--- src/rtl/multicycle_control_fsm.sv ---
// Multicycle MIPS control sequencer.
// A Moore FSM steps the shared datapath through fetch, decode, execute, memory and writeback.
// Outputs decode from the current state and the opcode latched in DECODE. The only exception is
// FETCH, where ir_write and pc_write follow mem_ready.
// Memory states (FETCH, MEM_RD, MEM_WR) count consecutive not-ready cycles. The FSM traps once
// MEM_WAIT_LIMIT of them have passed.
module multicycle_control_fsm #(
  parameter int unsigned MEM_WAIT_LIMIT = 15
) (
  input  logic       clk,
  input  logic       reset,
  input  logic [5:0] op,
  input  logic       zero,
  input  logic       mem_ready,
  output logic       pc_write,
  output logic       pc_write_eq,
  output logic       pc_write_ne,
  output logic [1:0] pc_src,
  output logic       iord,
  output logic       mem_read,
  output logic       mem_write,
  output logic       ir_write,
  output logic       reg_dst,
  output logic       mem_to_reg,
  output logic       reg_write,
  output logic       alu_src_a,
  output logic [1:0] alu_src_b,
  output logic [5:0] alu_op,
  output logic       trap,
  output logic [3:0] state_o
);

  typedef enum logic [3:0] {
    StFetch   = 4'd0,
    StDecode  = 4'd1,
    StExecR   = 4'd2,
    StExecI   = 4'd3,
    StAluWb   = 4'd4,
    StMemAddr = 4'd5,
    StMemRd   = 4'd6,
    StMemWb   = 4'd7,
    StMemWr   = 4'd8,
    StBranch  = 4'd9,
    StJump    = 4'd10,
    StTrap    = 4'd15
  } state_e;

  // Last wait count that may still be followed by another not-ready cycle.
  localparam logic [7:0] WaitLast = 8'(MEM_WAIT_LIMIT - 1);

  state_e     state_q, state_d;
  logic [5:0] op_q, op_d;
  logic [7:0] wait_q, wait_d;
  logic       in_mem_state;

  // The zero flag qualifies pc_write_eq/pc_write_ne in the datapath, not here.
  logic unused_zero;
  assign unused_zero = zero;

  // State, opcode latch and wait counter; synchronous active-low reset.
  always_ff @(posedge clk) begin
    if (!reset) begin
      state_q <= StFetch;
      op_q    <= 6'h00;
      wait_q  <= 8'h00;
    end else begin
      state_q <= state_d;
      op_q    <= op_d;
      wait_q  <= wait_d;
    end
  end

  // Next-state logic, memory wait timeout and Moore output decode.
  always_comb begin
    state_d     = state_q;
    op_d        = op_q;
    wait_d      = 8'h00;
    pc_write    = 1'b0;
    pc_write_eq = 1'b0;
    pc_write_ne = 1'b0;
    pc_src      = 2'b00;
    iord        = 1'b0;
    mem_read    = 1'b0;
    mem_write   = 1'b0;
    ir_write    = 1'b0;
    reg_dst     = 1'b0;
    mem_to_reg  = 1'b0;
    reg_write   = 1'b0;
    alu_src_a   = 1'b0;
    alu_src_b   = 2'b00;
    alu_op      = 6'h00;
    trap        = 1'b0;
    in_mem_state = 1'b0;

    unique case (state_q)
      StFetch: begin
        in_mem_state = 1'b1;
        mem_read     = 1'b1;
        alu_src_b    = 2'b01;
        ir_write     = mem_ready;
        pc_write     = mem_ready;
        if (mem_ready) state_d = StDecode;
      end
      StDecode: begin
        alu_src_b = 2'b11;
        op_d      = op;
        case (op)
          6'h00:               state_d = StExecR;
          6'h08, 6'h0d, 6'h0f: state_d = StExecI;
          6'h23, 6'h2b:        state_d = StMemAddr;
          6'h04, 6'h05:        state_d = StBranch;
          6'h02:               state_d = StJump;
          default:             state_d = StTrap;
        endcase
      end
      StExecR: begin
        alu_src_a = 1'b1;
        alu_op    = op_q;
        state_d   = StAluWb;
      end
      StExecI: begin
        alu_src_a = 1'b1;
        alu_src_b = 2'b10;
        alu_op    = op_q;
        state_d   = StAluWb;
      end
      StAluWb: begin
        reg_write = 1'b1;
        reg_dst   = (op_q == 6'h00);
        state_d   = StFetch;
      end
      StMemAddr: begin
        alu_src_a = 1'b1;
        alu_src_b = 2'b10;
        state_d   = (op_q == 6'h2b) ? StMemWr : StMemRd;
      end
      StMemRd: begin
        in_mem_state = 1'b1;
        iord         = 1'b1;
        mem_read     = 1'b1;
        if (mem_ready) state_d = StMemWb;
      end
      StMemWb: begin
        reg_write  = 1'b1;
        mem_to_reg = 1'b1;
        state_d    = StFetch;
      end
      StMemWr: begin
        in_mem_state = 1'b1;
        iord         = 1'b1;
        mem_write    = 1'b1;
        if (mem_ready) state_d = StFetch;
      end
      StBranch: begin
        alu_src_a   = 1'b1;
        alu_op      = 6'h04;
        pc_src      = 2'b01;
        pc_write_eq = (op_q == 6'h04);
        pc_write_ne = (op_q == 6'h05);
        state_d     = StFetch;
      end
      StJump: begin
        pc_write = 1'b1;
        pc_src   = 2'b10;
        state_d  = StFetch;
      end
      StTrap: begin
        trap    = 1'b1;
        state_d = StTrap;
      end
      default: state_d = StTrap;
    endcase

    // A ready cycle or any state change leaves wait_d at zero, so entry always starts clean.
    if (in_mem_state && !mem_ready) begin
      if (wait_q == WaitLast) begin
        state_d = StTrap;
      end else begin
        wait_d = wait_q + 8'd1;
      end
    end
  end

  assign state_o = state_q;

endmodule

--- config.mk ---
export PLATFORM = sky130hd
export DESIGN_NAME = multicycle_control_fsm
export DESIGN_NICKNAME = d
export VERILOG_FILES = /design/src/rtl/multicycle_control_fsm.sv
export SDC_FILE = /design/constraint.sdc
export NUM_CORES = 1
export LEC_CHECK = 0
export BUFFER_PORTS_ARGS = -buffer_cell sky130_fd_sc_hd__buf_4
export CAP_MARGIN = 20
export CORE_MARGIN = 1.5
export CORE_UTILIZATION = 50
export CTS_CLUSTER_SIZE = 28
export DETAILED_ROUTE_END_ITERATION = 7
export HOLD_SLACK_MARGIN = 0.12
export PLACE_DENSITY = 0.82
export SLEW_MARGIN = 20
export SYNTH_ARGS = -nofsm -noshare
export SYNTH_HDL_FRONTEND = slang
export SYNTH_SLANG_ARGS = --single-unit
--- constraint.sdc ---
create_clock -name clk -period 1.7 [get_ports clk]
set_clock_uncertainty 0.1 [all_clocks]
set_input_delay 0.085 -clock clk [delete_from_list [all_inputs] [get_ports clk]]
set_output_delay 0.085 -clock clk [all_outputs]
set_load 0.05 [all_outputs]
# Word-level counts from Yosys, hierarchy flattened
# Cells that the tools add are included.
[word_totals] register_bits=18 input_bits=10 output_inout_bits=26 word_cells=70
[classes] n_addsub=1 n_eq_ne=23 mux=24 bitwise_logic=2 n_reduce_logical=17
[ops] operator="4-bit case mux with 7 select lines" count=1
[ops] operator="6-bit by 3-bit equality test with 1-bit output, second input constant" count=4
[ops] operator="4-bit two-way mux" count=6
[ops] operator="4-bit case mux with 5 select lines" count=1
[ops] operator="6-bit by 4-bit equality test with 1-bit output, second input constant" count=3
[ops] operator="6-bit equality test, second input constant" count=3
[ops] operator="4-bit by 3-bit equality test with 1-bit output, second input constant" count=4
[ops] operator="4-bit equality test, second input constant" count=4
[ops] operator="2-bit OR reduction" count=7
[ops] operator="6-bit logical NOT" count=2
[ops] operator="1-bit two-way mux" count=12
[ops] operator="6-bit case mux with 2 select lines" count=1
[ops] operator="3-bit OR reduction" count=3
[ops] operator="8-bit by 1-bit adder with 8-bit output, second input constant" count=1
[ops] operator="4-bit by 2-bit equality test with 1-bit output, second input constant" count=2
[ops] operator="8-bit by 4-bit equality test with 1-bit output, second input constant" count=1
[ops] operator="4-bit OR reduction" count=2
[ops] operator="6-bit by 2-bit equality test with 1-bit output, second input constant" count=1
[ops] operator="2-bit case mux with 3 select lines" count=1
[ops] operator="4-bit by 1-bit equality test with 1-bit output, second input constant" count=1
[ops] operator="4-bit logical NOT" count=1
[ops] operator="2-bit case mux with 2 select lines" count=1
[ops] operator="1-bit NOT" count=2
[ops] operator="1-bit case mux with 2 select lines" count=1
[ops] operator="other kinds (2)" count=2

# Longest topological paths before layout
# Gate-level depths: netlist of run 1.
[depth] depth_word=6 ltp_mapped=5

# Least setup slack after synthesis of run 1
# Ideal clock, no wire load.
[synth_path] path_kind="flip-flop to output port" from="reg state_q[0] (netlist: state_o[0])" to="out pc_write_ne" arrival_ps=2670 t_required_ps=1515 path_slack_ps=-1155 path_stages_with_launch=6 path_cell_list="dfxtp_1 -> buf_2 -> nand2b_1 -> nor2_1 -> nand3b_1 -> nor2_1"
[synth_via] elab_chain_len=2
[synth_lines] item="start, declared" line_no="51" source="state_e state_q, state_d;"
[synth_lines] item="start signal, assigned" line_no="63" source="state_q <= StFetch;"
[synth_lines] item="start signal, assigned" line_no="67" source="state_q <= state_d;"
[synth_lines] item="4-bit equality test" line_no="95" source="unique case (state_q)"
[synth_lines] item="1-bit two-way mux" line_no="95"
[synth_lines] item="end, declared" line_no="17" source="output logic pc_write_ne,"
# Every way passes these cells.

# Final worst setup path of run 1
[layout_path] from="reg state_q[1] (netlist: state_o[1])" to="out pc_write_ne"
# Same word-level chain as after synthesis.

==> results of run 1 <==
-- per-layer routing --
| metal | up-vias | global-route usage (%) | routed length (µm) | share of wire, % |
|---|---|---|---|---|
| met1 | 597 | 30.1 | 1370 | 41 |
| met5 | - | 0 | 0 | 0 |
| met2 | 39 | 49.6 | 1810 | 54 |
| met4 | 0 | 12.3 | 69 | 2.0 |
| li1 | 619 | - | - | - |
| met3 | 7 | 4.09 | 117 | 3.5 |
-- sequential cells by signal (all words and copies together) (netlist names) --
name	flops
op_q	6
state_o	4
wait_q	8
-- how the worst max path moves through the flow --
stage                              to       start  depth (start not counted)
final                     pc_write_ne  state_o[1]                          5
after global routing      pc_write_ne  state_o[1]                          5
after CTS                     reg_dst     op_q[5]                          4
after detailed placement   state_o[2]  state_o[2]                          4
after global placement     state_o[2]  state_o[2]                          4
after floorplan             alu_src_a  state_o[0]                          3
-- repair_timing --
item | CTS | global route
hold endpoints to repair | 10 | 0
pin swaps | 1 | 3
cloned | 0 | 0
endpoints found under the setup margin | 6 | 6
gates resized for setup | 4 | 2
hold buffers | 8 | 0
buffers inserted | 11 | 6
-- final cells by class --
type	instances	area [µm²]	area share, %
clock buffers	4	36.3	1.99
inverters	3	11.3	0.619
multi-input cells	114	877	48.2
flip-flops and latches	18	375	20.6
well taps	28	35.0	1.92
repair buffers	60	485	26.7
-- placed cells by master, fill, tap and decap left out, types with 2 or more instances in the layout --
| cell type | Yosys | final |
|---|---|---|
| a21o_1 | 2 | 2 |
| a21oi_1 | 5 | 5 |
| and2_1 | 3 | 3 |
| and3_1 | 8 | 7 |
| buf_4 | 3 | 49 |
| buf_6 | 0 | 2 |
| clkbuf_4 | 0 | 3 |
| dfxtp_1 | 18 | 14 |
| dfxtp_4 | 0 | 4 |
| dlygate4sd3_1 | 0 | 8 |
| ha_1 | 2 | 2 |
| inv_1 | 2 | 2 |
| mux2i_1 | 7 | 7 |
| nand2_1 | 8 | 8 |
| nand2b_1 | 5 | 3 |
| nand2b_4 | 0 | 2 |
| nand3_1 | 2 | 2 |
| nand3b_1 | 2 | 2 |
| nand4_1 | 2 | 2 |
| nand4b_1 | 4 | 4 |
| nor2_1 | 22 | 15 |
| nor2_2 | 0 | 2 |
| nor2_4 | 1 | 6 |
| nor2b_1 | 6 | 6 |
| nor3_1 | 7 | 3 |
| nor3_2 | 0 | 3 |
| o31a_1 | 3 | 3 |
| xor2_1 | 6 | 6 |
-- kinds of logic (layout without fill, tap and decap cells) --
| family | count (synthesis) | in the layout | share of synthesized area [%] |
|---|---|---|---|
| buffers and inverters | 10 | 67 | 4.38 |
| AND/OR/NAND/NOR | 77 | 77 | 37.0 |
| flip-flops | 18 | 18 | 30.7 |
| AO/OA/AOI/OAI | 21 | 21 | 14.5 |
| adder cells (fa/ha/maj) | 2 | 2 | 2.13 |
| XOR/XNOR | 7 | 7 | 5.23 |
| multiplexers | 7 | 7 | 5.98 |
-- per-stage QoR --
step | power (µW) | area, µm² | hold WS, ns | std cells
floorplan | 2210 | 1310 | 0.151 | 142
global placement | 2550 | 1560 | 0.269 | 198
detailed placement | 2600 | 1560 | 0.279 | 198
CTS | 3040 | 1770 | 0.414 | 221
global route | 3360 | 1820 | 0.454 | 227
finish | 3200 | 1820 | 0.405 | 227
-- power by group through the flow --
| stage | combinational, µW | sequential [µW] | clock (µW) |
|---|---|---|---|
| 2_1_floorplan | 1470 | 741 | 0 |
| 3_3_place_gp | 1790 | 768 | 0 |
| 3_5_place_dp | 1820 | 778 | 0 |
| 4_1_cts | 2110 | 661 | 268 |
| 5_1_grt | 2380 | 687 | 289 |
| 6_report | 2250 | 672 | 271 |
==> impl_metrics.toml, run 1 <==
[sta]
worstMarginPinSlew_ns = 0.370
min_period_over_period_pct = 100
slew_viol_final = 0
fmaxAchievable_mhz = 588
fin_crit_ns = 1.70
setup_viol = 0
rsz0062_at_grt = "true"
fin_tns_setup_ns = 0
fin_ws_ns = 0.000381
max-slew-margin-rel_pct = 75.2
finalHoldViolCount = 0

[run]
max_cap_violations = 0

[clocking]
numCtsBuffers = 3
cts_tree = "done"
clkTransAtPathRegs_ns = 0.11
clkLatencyLatePin_ns = 0.31
cts.sinks = 18
h-tree-depth = 1
clock_path_buffers = 2
root_buffer = "clkbuf_4"

[die]
die_h_um = 51.4
fp.dieW_um = 51.4
core_area_um2 = 2210
initial_core_util_pct = 53.0
rows = 17
dieArea_um2 = 2640
io_pins = 36

[placement]
io_buffer_count = 34
gp_congestion = 0.785
dpl.hpwl_um = 2160
pre_cts_slack_ns = 0.118

[pwr]
internal-power_uw = 1530
power_frac_clock_pct = 8.5
switching_share_pct = 52.2
power.switching_uw = 1670
powerDensity_nw_per_um2 = 1760
p_leak_uw = 0.000820
pwr-share-seq_pct = 21.0
combPwrFrac_pct = 70.5
peakVddDrop_v = 0.00131

[setup_path]
cpMostUsedCell = "nor2_4"
endpoint_kind = "output port"
cp_cell_sequence = "nand2b_4 > nor2_4 > nand3b_1 > nor2_4 > buf_8"
critical_path_buf_inv_count = 1
cp_max_fo = 7
path_class = "reg2out"
cp-start-kind = "flop"
critPathMaxStageDelay_ns = 0.38
cp_data_arrival_time_ns = 1.51
crit_family = "simple AND/OR/NAND/NOR gates"
reg2reg_from = "state_o[2]"
r2r-end = "state_o[2]"
crit_path_top_delay_cell = "dfxtp_4"
r2r_cells = 4
rrSetupSlack_ns = 0.13
cp_data_required_time_ns = 1.51

[yosys]
synth_top_area_share_pct = 30.7
ys_async_sr_fraction_pct = 0
synth_top_flop_cell = "dfxtp_1"
synthTopCellsByCount = "nor2_1 (22), dfxtp_1 (18), and3_1 (8), nand2_1 (8)"
ys_seq_area_share_pct = 30.7
synth-edff-count = 0
synth.avg_cell_area_um2 = 8.26
yosysWarnings = 0
synth_top_area_cell = "dfxtp_1"
syn_nets = 154
synth_area_leaders = "dfxtp_1 (31%), nor2_1 (7.0%), mux2i_1 (6.0%)"
synthMostInstantiatedCell = "nor2_1"
synthCells = 142
ys_types = 41
syn_area_um2 = 1170
yosys_register_bits = 18

[hold_path]
worstHoldStart = "wait_q[0]"
hp-class = "reg2reg"
hold_end = "wait_q[0]"
hold_path_depth = 1

[global_routing]
grt_max_degree = 12
grt_pass1_wl_um = 5340
gr-usage-all-layers_pct = 27.0
grt_pass1_vias = 1184
gr-total-overflow = 0
antenna_found_initial = 0

[drt]
drt_wl_total_um = 3370
dr_total_vias = 1262
via_per_inst = 5.56
drcViolationCount = 0
ant_nets = 0
drt_first_pass_iters = 4
drt_iter0_drc = 13
wl_per_cell_um = 14.8

[final_layout]
fin_util_pct = 82.3
syn2layout_area_growth_pct = 55.3
layout-drive-gt1-share_pct = 41.7
fillCellCount = 148
num-nets-final = 212
n_antenna_cell = 0

[outcome]
status = "finished clean"
(Power assumes the default switching activity.)
==> inputs of run 2 (changes only) <==
--- a/config.mk
+++ b/config.mk
@@ -8,11 +8,11 @@
 export BUFFER_PORTS_ARGS = -buffer_cell sky130_fd_sc_hd__buf_4
 export CAP_MARGIN = 20
 export CORE_MARGIN = 1.5
-export CORE_UTILIZATION = 50
+export CORE_UTILIZATION = 54
 export CTS_CLUSTER_SIZE = 28
 export DETAILED_ROUTE_END_ITERATION = 7
 export HOLD_SLACK_MARGIN = 0.12
-export PLACE_DENSITY = 0.82
+export PLACE_DENSITY = 0.87
 export SLEW_MARGIN = 20
 export SYNTH_ARGS = -nofsm -noshare
 export SYNTH_HDL_FRONTEND = slang
==> constraint.sdc (replaced) <==
create_clock -name clk -period 2 [get_ports clk]
set_clock_uncertainty 0.1 [all_clocks]
set_input_delay 0.1 -clock clk [delete_from_list [all_inputs] [get_ports clk]]
set_output_delay 0.1 -clock clk [all_outputs]
set_load 0.05 [all_outputs]
==> run 2 against run 1 <==
  * Via count down 6.7%
  * Count of clock-buffer cells in the layout unchanged
  * Critical path depth up 1
  * Die area down 7.0%
  * Register-to-register slack better by 0.19 ns
==> impl_metrics.toml, run 2 (synthesis gave the netlist of run 1 again) <==
[setup_path]
cp_max_fo = 11
critical_path_buf_inv_count = 2
cp_data_arrival_time_ns = 1.68
timing.critical_path.to = "pc_write_ne"
critPathLaunch = "state_o[1]"
crit_family = "simple AND/OR/NAND/NOR gates"
cp-start-kind = "flop"
reg2reg_from = "state_o[2]"
rrSetupSlack_ns = 0.32
cp_data_required_time_ns = 1.80
critPathMaxStageDelay_ns = 0.38
r2r_cells = 4
crit_path_top_delay_cell = "dfxtp_2"
cp_cell_sequence = "buf_4 > nand2b_1 > nor2_4 > nand3b_1 > nor2_2 > buf_6"
endpoint_kind = "output port"
path_class = "reg2out"
crit_cells = 6
r2r-end = "wait_q[2]"

[drt]
via_per_inst = 5.61
drt_first_pass_iters = 4
drt_iter0_drc = 35
dr_total_vias = 1178
drt_wl_total_um = 2800
wl_per_cell_um = 13.3
drcViolationCount = 0
ant_nets = 0

[pwr]
switching_share_pct = 54.5
powerDensity_nw_per_um2 = 1440
power.switching_uw = 1280
combPwrFrac_pct = 65.1
p_leak_uw = 0.000729
p_total_uw = 2340
internal-power_uw = 1070
peakVddDrop_v = 0.00103
pwr-share-seq_pct = 25.6
power_frac_clock_pct = 9.3

[die]
die_h_um = 49.6
fp.dieW_um = 49.6
dieArea_um2 = 2460
rows = 16
io_pins = 36
core_area_um2 = 2000
initial_core_util_pct = 58.6

[global_routing]
gr-usage-all-layers_pct = 24.6
gr-total-overflow = 0
antenna_found_initial = 0
grt_pass1_vias = 1124
grt_max_degree = 14
grt_pass1_wl_um = 4840

[placement]
placed_cells = 198
gp_congestion = 0.779
dpl.hpwl_um = 2150
io_buffer_count = 34

[clocking]
root_buffer = "clkbuf_4"
h-tree-depth = 1
clock_path_buffers = 2
cts.sinks = 18
clkTransAtPathRegs_ns = 0.10
cts_tree = "done"
clkLatencyLatePin_ns = 0.29
numCtsBuffers = 3

[final_layout]
largest_reg_flops = 8
n_antenna_cell = 0
regMostFlops = "wait_q"
layout.cells.non_filler = 210
fin_util_pct = 81.2
syn2layout_area_growth_pct = 38.6
final_cell_mix = "buf_4 (34), nor2_1 (15), dfxtp_1 (14)"
layout-drive-gt1-share_pct = 33.9
num-nets-final = 196
final_common_cell = "buf_4"

[outcome]
status = "finished clean"

[sta]
fmaxAchievable_mhz = 531
max-slew-margin-rel_pct = 75.8
worstMarginPinSlew_ns = 0.362
setup_viol = 0
min_period_over_period_pct = 94.1
slew_viol_final = 0
hold_slack_ns = 0.391
finalHoldViolCount = 0
rsz0062_at_grt = "false"
fin_crit_ns = 1.88

[hold_path]
hp-class = "reg2reg"

[run]
max_cap_violations = 0
-- run 2: cell count changes in the layout (fill, tap and decap cells not counted), moves of 2 or more --
cell / previous run / this run
buf_4: 49 / 34
dfxtp_2: 0 / 4
dfxtp_4: 4 / 0
nand2b_4: 2 / 0
nor2_2: 2 / 5
nor2_4: 6 / 3
nor3_1: 3 / 5
nor3_2: 3 / 1
-- run 2: layer usage --
| metal | routed length [µm] | vias to the layer above | GRT usage [%] |
|---|---|---|---|
| li1 | - | 585 | - |
| met2 | 1460 | 33 | 42.7 |
| met1 | 1210 | 560 | 30.8 |
| met3 | 119 | 0 | 5.15 |
| met4 | 0 | 0 | 6.48 |
| met5 | 0 | - | 0 |
-- run 2: final cells by class --
| class | instances | area [µm²] |
|---|---|---|
| Multi-Input combinational cell | 114 | 821 |
| Fill cell | 142 | 377 |
| Sequential cell | 18 | 365 |
| Timing Repair Buffer | 44 | 358 |
| Clock buffer | 4 | 36.3 |
| Tap cell | 27 | 33.8 |
| Inverter | 3 | 11.3 |
-- run 2: stage by stage --
stage	TNS [ns]	cell area (µm²)	setup WS (ns)
6_report	0	1630	0.118
5_1_grt	0	1630	0.00896
4_1_cts	0	1610	0.0266
3_5_place_dp	0	1500	0.352
3_3_place_gp	0	1500	0.399
2_1_floorplan	-0.353	1230	-0.189
-- run 2: how the worst min path moves through the flow --
stage	from	end	slack, ns	cells after the start
final	wait_q[0]	wait_q[0]	0.39	1
after global routing	wait_q[0]	wait_q[0]	0.44	1
after CTS	wait_q[0]	wait_q[0]	0.40	1
after detailed placement	reset	state_o[3]	0.30	2
after global placement	op[4]	op_q[4]	0.29	3
after floorplan	op[0]	op_q[0]	0.17	2
-- run 2: power groups by stage --
stage / Sequential (µW) / Clock, µW / Combinational, µW
global route: 622 / 238 / 1620
finish: 600 / 219 / 1530
detailed placement: 604 / 0 / 1510
global placement: 596 / 0 / 1470
floorplan: 607 / 0 / 1140
CTS: 595 / 222 / 1520
-- run 2: repair_timing --
action,in CTS,in global routing
endpoints found under the hold margin,10,0
buffers inserted,0,0
gates resized for setup,0,4
hold buffers,8,0
endpoints found under the setup margin,0,2
